--- src/rtl/id_exe_forward_stage.sv ---
// ID->EXE pipeline register with load-use / RAW hazard detection, bubble insertion,
// EXE operand forwarding muxes and a saturating stall-cycle counter.
module id_exe_forward_stage #(
   parameter int unsigned DATA_W = 32,
   parameter int unsigned REG_W  = 5,
   parameter int unsigned CMD_W  = 4,
   parameter int unsigned CNT_W  = 16
) (
   input  logic              clk,
   input  logic              rst,
   input  logic              fwd_en,
   input  logic              flush,
   input  logic [REG_W-1:0]  id_src1,
   input  logic [REG_W-1:0]  id_src2,
   input  logic              id_two_src,
   input  logic [REG_W-1:0]  id_dest,
   input  logic [DATA_W-1:0] id_val1,
   input  logic [DATA_W-1:0] id_val2,
   input  logic [DATA_W-1:0] id_st_val,
   input  logic [CMD_W-1:0]  id_cmd,
   input  logic              id_mem_r_en,
   input  logic              id_mem_w_en,
   input  logic              id_wb_en,
   input  logic              mem_wb_en,
   input  logic [REG_W-1:0]  mem_dest,
   input  logic [1:0]        sel_a,
   input  logic [1:0]        sel_b,
   input  logic [1:0]        sel_st,
   input  logic [DATA_W-1:0] mem_alu_res,
   input  logic [DATA_W-1:0] wb_value,
   output logic              hazard_stall,
   output logic [REG_W-1:0]  exe_src1,
   output logic [REG_W-1:0]  exe_src2,
   output logic [REG_W-1:0]  exe_dest,
   output logic [CMD_W-1:0]  exe_cmd,
   output logic              exe_mem_r_en,
   output logic              exe_mem_w_en,
   output logic              exe_wb_en,
   output logic [DATA_W-1:0] exe_alu_a,
   output logic [DATA_W-1:0] exe_alu_b,
   output logic [DATA_W-1:0] exe_st_val,
   output logic [CNT_W-1:0]  stall_count
);

   logic [REG_W-1:0]  src1_q, src1_d, src2_q, src2_d, dest_q, dest_d;
   logic [CMD_W-1:0]  cmd_q, cmd_d;
   logic              mem_r_en_q, mem_r_en_d, mem_w_en_q, mem_w_en_d;
   logic              wb_en_q, wb_en_d, two_src_q, two_src_d;
   logic [DATA_W-1:0] val1_q, val1_d, val2_q, val2_d, st_val_q, st_val_d;
   logic [CNT_W-1:0]  cnt_q, cnt_d;
   logic              raw_exe, raw_mem, stall;

   // A source matches a destination only for nonzero indices; src2 only when read.
   function automatic logic id_reads(input logic [REG_W-1:0] d,
                                     input logic [REG_W-1:0] s1,
                                     input logic [REG_W-1:0] s2,
                                     input logic             two);
      return ((s1 != '0) && (s1 == d)) || (two && (s2 != '0) && (s2 == d));
   endfunction

   function automatic logic [DATA_W-1:0] fwd_mux(input logic [1:0]        sel,
                                                 input logic              en,
                                                 input logic [DATA_W-1:0] reg_val,
                                                 input logic [DATA_W-1:0] mem_val,
                                                 input logic [DATA_W-1:0] wb_val);
      logic [DATA_W-1:0] res;
      res = reg_val;
      if (en) begin
         unique case (sel)
            2'b01:   res = mem_val;
            2'b10:   res = wb_val;
            default: res = reg_val;
         endcase
      end
      return res;
   endfunction

   always_comb begin
      raw_exe = wb_en_q & id_reads(dest_q, id_src1, id_src2, id_two_src);
      raw_mem = mem_wb_en & id_reads(mem_dest, id_src1, id_src2, id_two_src);
      stall   = fwd_en ? (mem_r_en_q & raw_exe) : (raw_exe | raw_mem);
      hazard_stall = stall & ~flush;
   end

   always_comb begin
      src1_d     = '0;
      src2_d     = '0;
      dest_d     = '0;
      cmd_d      = '0;
      mem_r_en_d = 1'b0;
      mem_w_en_d = 1'b0;
      wb_en_d    = 1'b0;
      two_src_d  = 1'b0;
      val1_d     = '0;
      val2_d     = '0;
      st_val_d   = '0;
      if (!(flush || hazard_stall)) begin
         src1_d     = id_src1;
         src2_d     = id_two_src ? id_src2 : '0;
         dest_d     = id_dest;
         cmd_d      = id_cmd;
         mem_r_en_d = id_mem_r_en;
         mem_w_en_d = id_mem_w_en;
         wb_en_d    = id_wb_en;
         two_src_d  = id_two_src;
         val1_d     = id_val1;
         val2_d     = id_val2;
         st_val_d   = id_st_val;
      end
      cnt_d = cnt_q;
      if (hazard_stall && (cnt_q != '1)) begin
         cnt_d = cnt_q + CNT_W'(1);
      end
   end

   always_ff @(posedge clk) begin
      if (rst) begin
         src1_q     <= '0;
         src2_q     <= '0;
         dest_q     <= '0;
         cmd_q      <= '0;
         mem_r_en_q <= 1'b0;
         mem_w_en_q <= 1'b0;
         wb_en_q    <= 1'b0;
         two_src_q  <= 1'b0;
         val1_q     <= '0;
         val2_q     <= '0;
         st_val_q   <= '0;
         cnt_q      <= '0;
      end else begin
         src1_q     <= src1_d;
         src2_q     <= src2_d;
         dest_q     <= dest_d;
         cmd_q      <= cmd_d;
         mem_r_en_q <= mem_r_en_d;
         mem_w_en_q <= mem_w_en_d;
         wb_en_q    <= wb_en_d;
         two_src_q  <= two_src_d;
         val1_q     <= val1_d;
         val2_q     <= val2_d;
         st_val_q   <= st_val_d;
         cnt_q      <= cnt_d;
      end
   end

   always_comb begin
      exe_src1     = src1_q;
      exe_src2     = src2_q;
      exe_dest     = dest_q;
      exe_cmd      = cmd_q;
      exe_mem_r_en = mem_r_en_q;
      exe_mem_w_en = mem_w_en_q;
      exe_wb_en    = wb_en_q;
      stall_count  = cnt_q;
      exe_alu_a    = fwd_mux(sel_a, fwd_en, val1_q, mem_alu_res, wb_value);
      // Operand B is an immediate unless the instruction actually reads src2.
      exe_alu_b    = two_src_q ? fwd_mux(sel_b, fwd_en, val2_q, mem_alu_res, wb_value)
                               : val2_q;
      exe_st_val   = fwd_mux(sel_st, fwd_en, st_val_q, mem_alu_res, wb_value);
   end

endmodule

--- config.mk ---
export PLATFORM = sky130hd
export DESIGN_NAME = id_exe_forward_stage
export DESIGN_NICKNAME = d
export VERILOG_FILES = /design/src/rtl/id_exe_forward_stage.sv
export SDC_FILE = /design/constraint.sdc
export NUM_CORES = 1
export LEC_CHECK = 0
export ABC_AREA = 1
export ABC_CLOCK_PERIOD_IN_PS = 1620
export BUFFER_PORTS_ARGS = -buffer_cell sky130_fd_sc_hd__buf_2
export CORE_MARGIN = 5
export CORE_UTILIZATION = 44
export DETAILED_ROUTE_END_ITERATION = 8
export GPL_ROUTABILITY_DRIVEN = 0
export PLACE_DENSITY = 0.78
export SLEW_MARGIN = 20
export SYNTH_ARGS = -nofsm -noshare
export SYNTH_HDL_FRONTEND = slang
export SYNTH_SLANG_ARGS = --single-unit
--- constraint.sdc ---
create_clock -name clk -period 1.62 [get_ports clk]
set_input_delay 0.081 -clock clk [delete_from_list [all_inputs] [get_ports clk]]
set_output_delay 0.081 -clock clk [all_outputs]
set_load 0.01 [all_outputs]
==> impl_metrics.ini <==
[pwr]
p_int_mw = 7.10
p_comb_frac = 0.254
switching_share = 0.298
p_clk_frac = 0.399
p_per_area_mw_per_mm2 = 785
power_mw = 10.1
pwr-share-seq = 0.347
power.leakage_nw = 6.13
p_switching_mw = 3.02
ir_worst_vdd_mv = 0.678

[yosys]
synth_edf_count = 0
synth_common_cells = inv_1 (169), dfxtp_1 (135), nor2_1 (125), nor2_4 (100), nand2_1 (97)
yosys-top-cells-area = dfxtp_1 (35%), nor2_4 (15%), inv_1 (8.3%), a221oi_1 (7.2%), nor2_1 (6.1%)
ys_seq_area_frac = 0.354
synth-async-reset-ratio = 0
yosysUniqueCellTypes = 38
ys_ff_latch = 135
yosys_warnings = 0
synthesis.area_sq_mm = 0.00763
yosysMostFrequentCell = inv_1
syn_area_per_cell_sq_um = 8.18
synthCells = 933
yosysTopAreaCell = dfxtp_1
synth_top_area_share = 0.354
ys.flop_type = dfxtp_1
syn_nets = 1139

[clock_tree]
cts.sinks = 135
cts_inserted_buffers = 17
cts_tree = done
clock_latency_ns = 0.41
clkTransAtPathRegs_ns = 0.06
clockRootBuffer = clkbuf_16
htree_num_levels = 4
cts.path.max_buffers = 2

[setup_path]
crit_chain = nand2_4 > nor2_4 > buf_12 > buf_12 > nor2_4 > a31oi_1 > buf_2
crit_path_top_delay_cell = dfxtp_2
cp-start-kind = flop
cp_num_buf_inv = 3
path_class = flop to primary output
crit_arrival_ns = 1.72
worstPathMaxFanout = 6
cp_slowest_stage_delay_ns = 0.34
worstSetupEndpointType = primary output
crit_required_ns = 1.54
cp_top_family = buffers and inverters

[timing]
slew_headroom = 0.717
worst_pin_slew_ns = 0.425
final.setup.worst_slack_ns = -0.177
hold_violations = 0
fin_setup_tns_ns = -4.17
drv_slew = 0
final.min_clock_period_ns = 1.80
rsz0062_at_grt = yes
finalCritPeriodShare = 1.11
setup_viol = 130
clock_skew_ns = 0.0141
fmax_mhz = 557

[detailed_routing]
drt_iter0_markers = 791
firstDrtPassIters = 9
viasPerCell = 5.54
vias = 9305
drt-total-wl_um = 36900
drtAntennaViolNets = 0
wire_per_inst_um = 21.9
drc_errors = 1

[finish]
fin_util = 0.750
layout-drive-gt1-share = 0.474
final.fill_count = 1017
nets = 1639
layout-area-overhead-vs-synth_pct = 68.9
layout.cells.non_filler = 1681

[status]
violations = design-rule violations, negative setup slack
status = finished with violations

[global_route]
antenna_found_initial = 8
grt_pass1_vias = 9364
grtUsageTotal = 0.313
overflow = 0
grt_pass1_wl_um = 49400
grt_max_degree = 33

[run]
cap_violations = 0

[floorplanning]
dieArea_sq_mm = 0.0201
fp.coreArea_sq_mm = 0.0172
die_h_um = 142
rows = 48
initial_core_util = 0.444
chipWidth_um = 142
pin_count = 334

[placement]
dp_cells = 1495
place.detailed.hpwl_um = 20300
io_buffer_count = 333

[hold_path]
hold_class = input port to flop
-- final cells by class --
cell class                 instances  area (sq um)  area share
multi-input combinational        573          4540       0.352
timing repair buffer             534          4070       0.315
sequential                       135          2720       0.211
inverter                         172           646      0.0501
clock buffer                      22           464      0.0360
tap                              225           282      0.0218
clock inverter                    10           145      0.0113
antenna                           10          25.0     0.00194
-- placed cells by master (no fill, tap or decap), types with 20 or more instances in the layout --
master and n:
a221oi_1 38, a21oi_1 34, nor2_2 20, nor2_4 126, nand2_1 95, buf_2 327
dfxtp_1 126, inv_1 168, nor2_1 91, buf_4 38, a31oi_1 25, a221oi_2 21
clkbuf_16 22, dlygate4sd3_1 119, buf_12 24
-- metal layers --
layer	part of all wire	wire length, um	track usage
met1	0.32	11900	0.343
met2	0.49	17900	0.540
met4	0.077	2840	0.196
met5	0	0	0
met3	0.11	4230	0.0768
-- per-stage QoR --
stage	hold WS, ns	area, sq um	setup slack, ns
after floorplan	0.150	7640	0.0194
after global placement	0.303	9890	-0.277
after detailed placement	0.305	9890	-0.290
after CTS	0.0427	12300	-0.0883
after global routing	0.139	12900	-0.215
final	0.0921	12900	-0.177
-- timing repair --
action	4_1_cts	5_1_grt
gates cloned	7	7
hold buffers	119	0
setup buffers	10	3
endpoints found under the hold margin	120	0
endpoints found under the setup margin	93	203
pin swaps	6	16
resized for setup	68	94
-- power groups by stage --
stage,clock network (mW),registers [mW],logic [mW]
finish,4.04,3.51,2.57
CTS,4.06,3.49,2.24
floorplan,0,3.56,1.02
global placement,0,3.55,1.87
detailed placement,0,3.55,1.89
global route,4.20,3.52,2.69
-- cell families (layout without fill, tap and decap cells) --
logic type      count (synthesis)  in the layout  synth area share
simple gates                  388            390             0.323
fa+ha+maj                       7              7            0.0115
other cells                     0             10                 0
xor+xnor                       32             32            0.0367
buf+inv                       227            738             0.139
flops                         135            135             0.354
compound gates                144            144             0.136
-- path summary, 6_finish.rpt --
path                                     start                      endpoint  slack (ns)  cells after the start
setup / recovery          two_src_q$_SDFF_PP0_                 exe_alu_b[27]       -0.18                      7
hold / removal                      id_two_src          two_src_q$_SDFF_PP0_        0.09                      3
setup reg to reg        exe_dest[2]$_SDFF_PP0_        exe_src2[4]$_SDFF_PP0_       -0.08                      9
hold reg to reg   stall_count[15]$_SDFFE_PP0P_  stall_count[15]$_SDFFE_PP0P_        0.53                      2
-- sequential cells by signal, indices dropped and copies added (netlist names), 4 cells and up --
signal / count
stall_count: 16
val1_q: 32
exe_src2: 5
exe_cmd: 4
st_val_q: 32
val2_q: 32
exe_src1: 5
exe_dest: 5
-- worst reg2reg max path, stage by stage (launching register included) --
cell and delay [ns]:
dfxtp_4 0.38, xor2_1 0.19, nor2_1 0.07, nand3_1 0.10, nand2_2 0.06, nand2_2 0.09, buf_6 0.12, nand4_4 0.10
buf_12 0.20, nor3_1 0.28
Power figures use the tool's default switching activity.
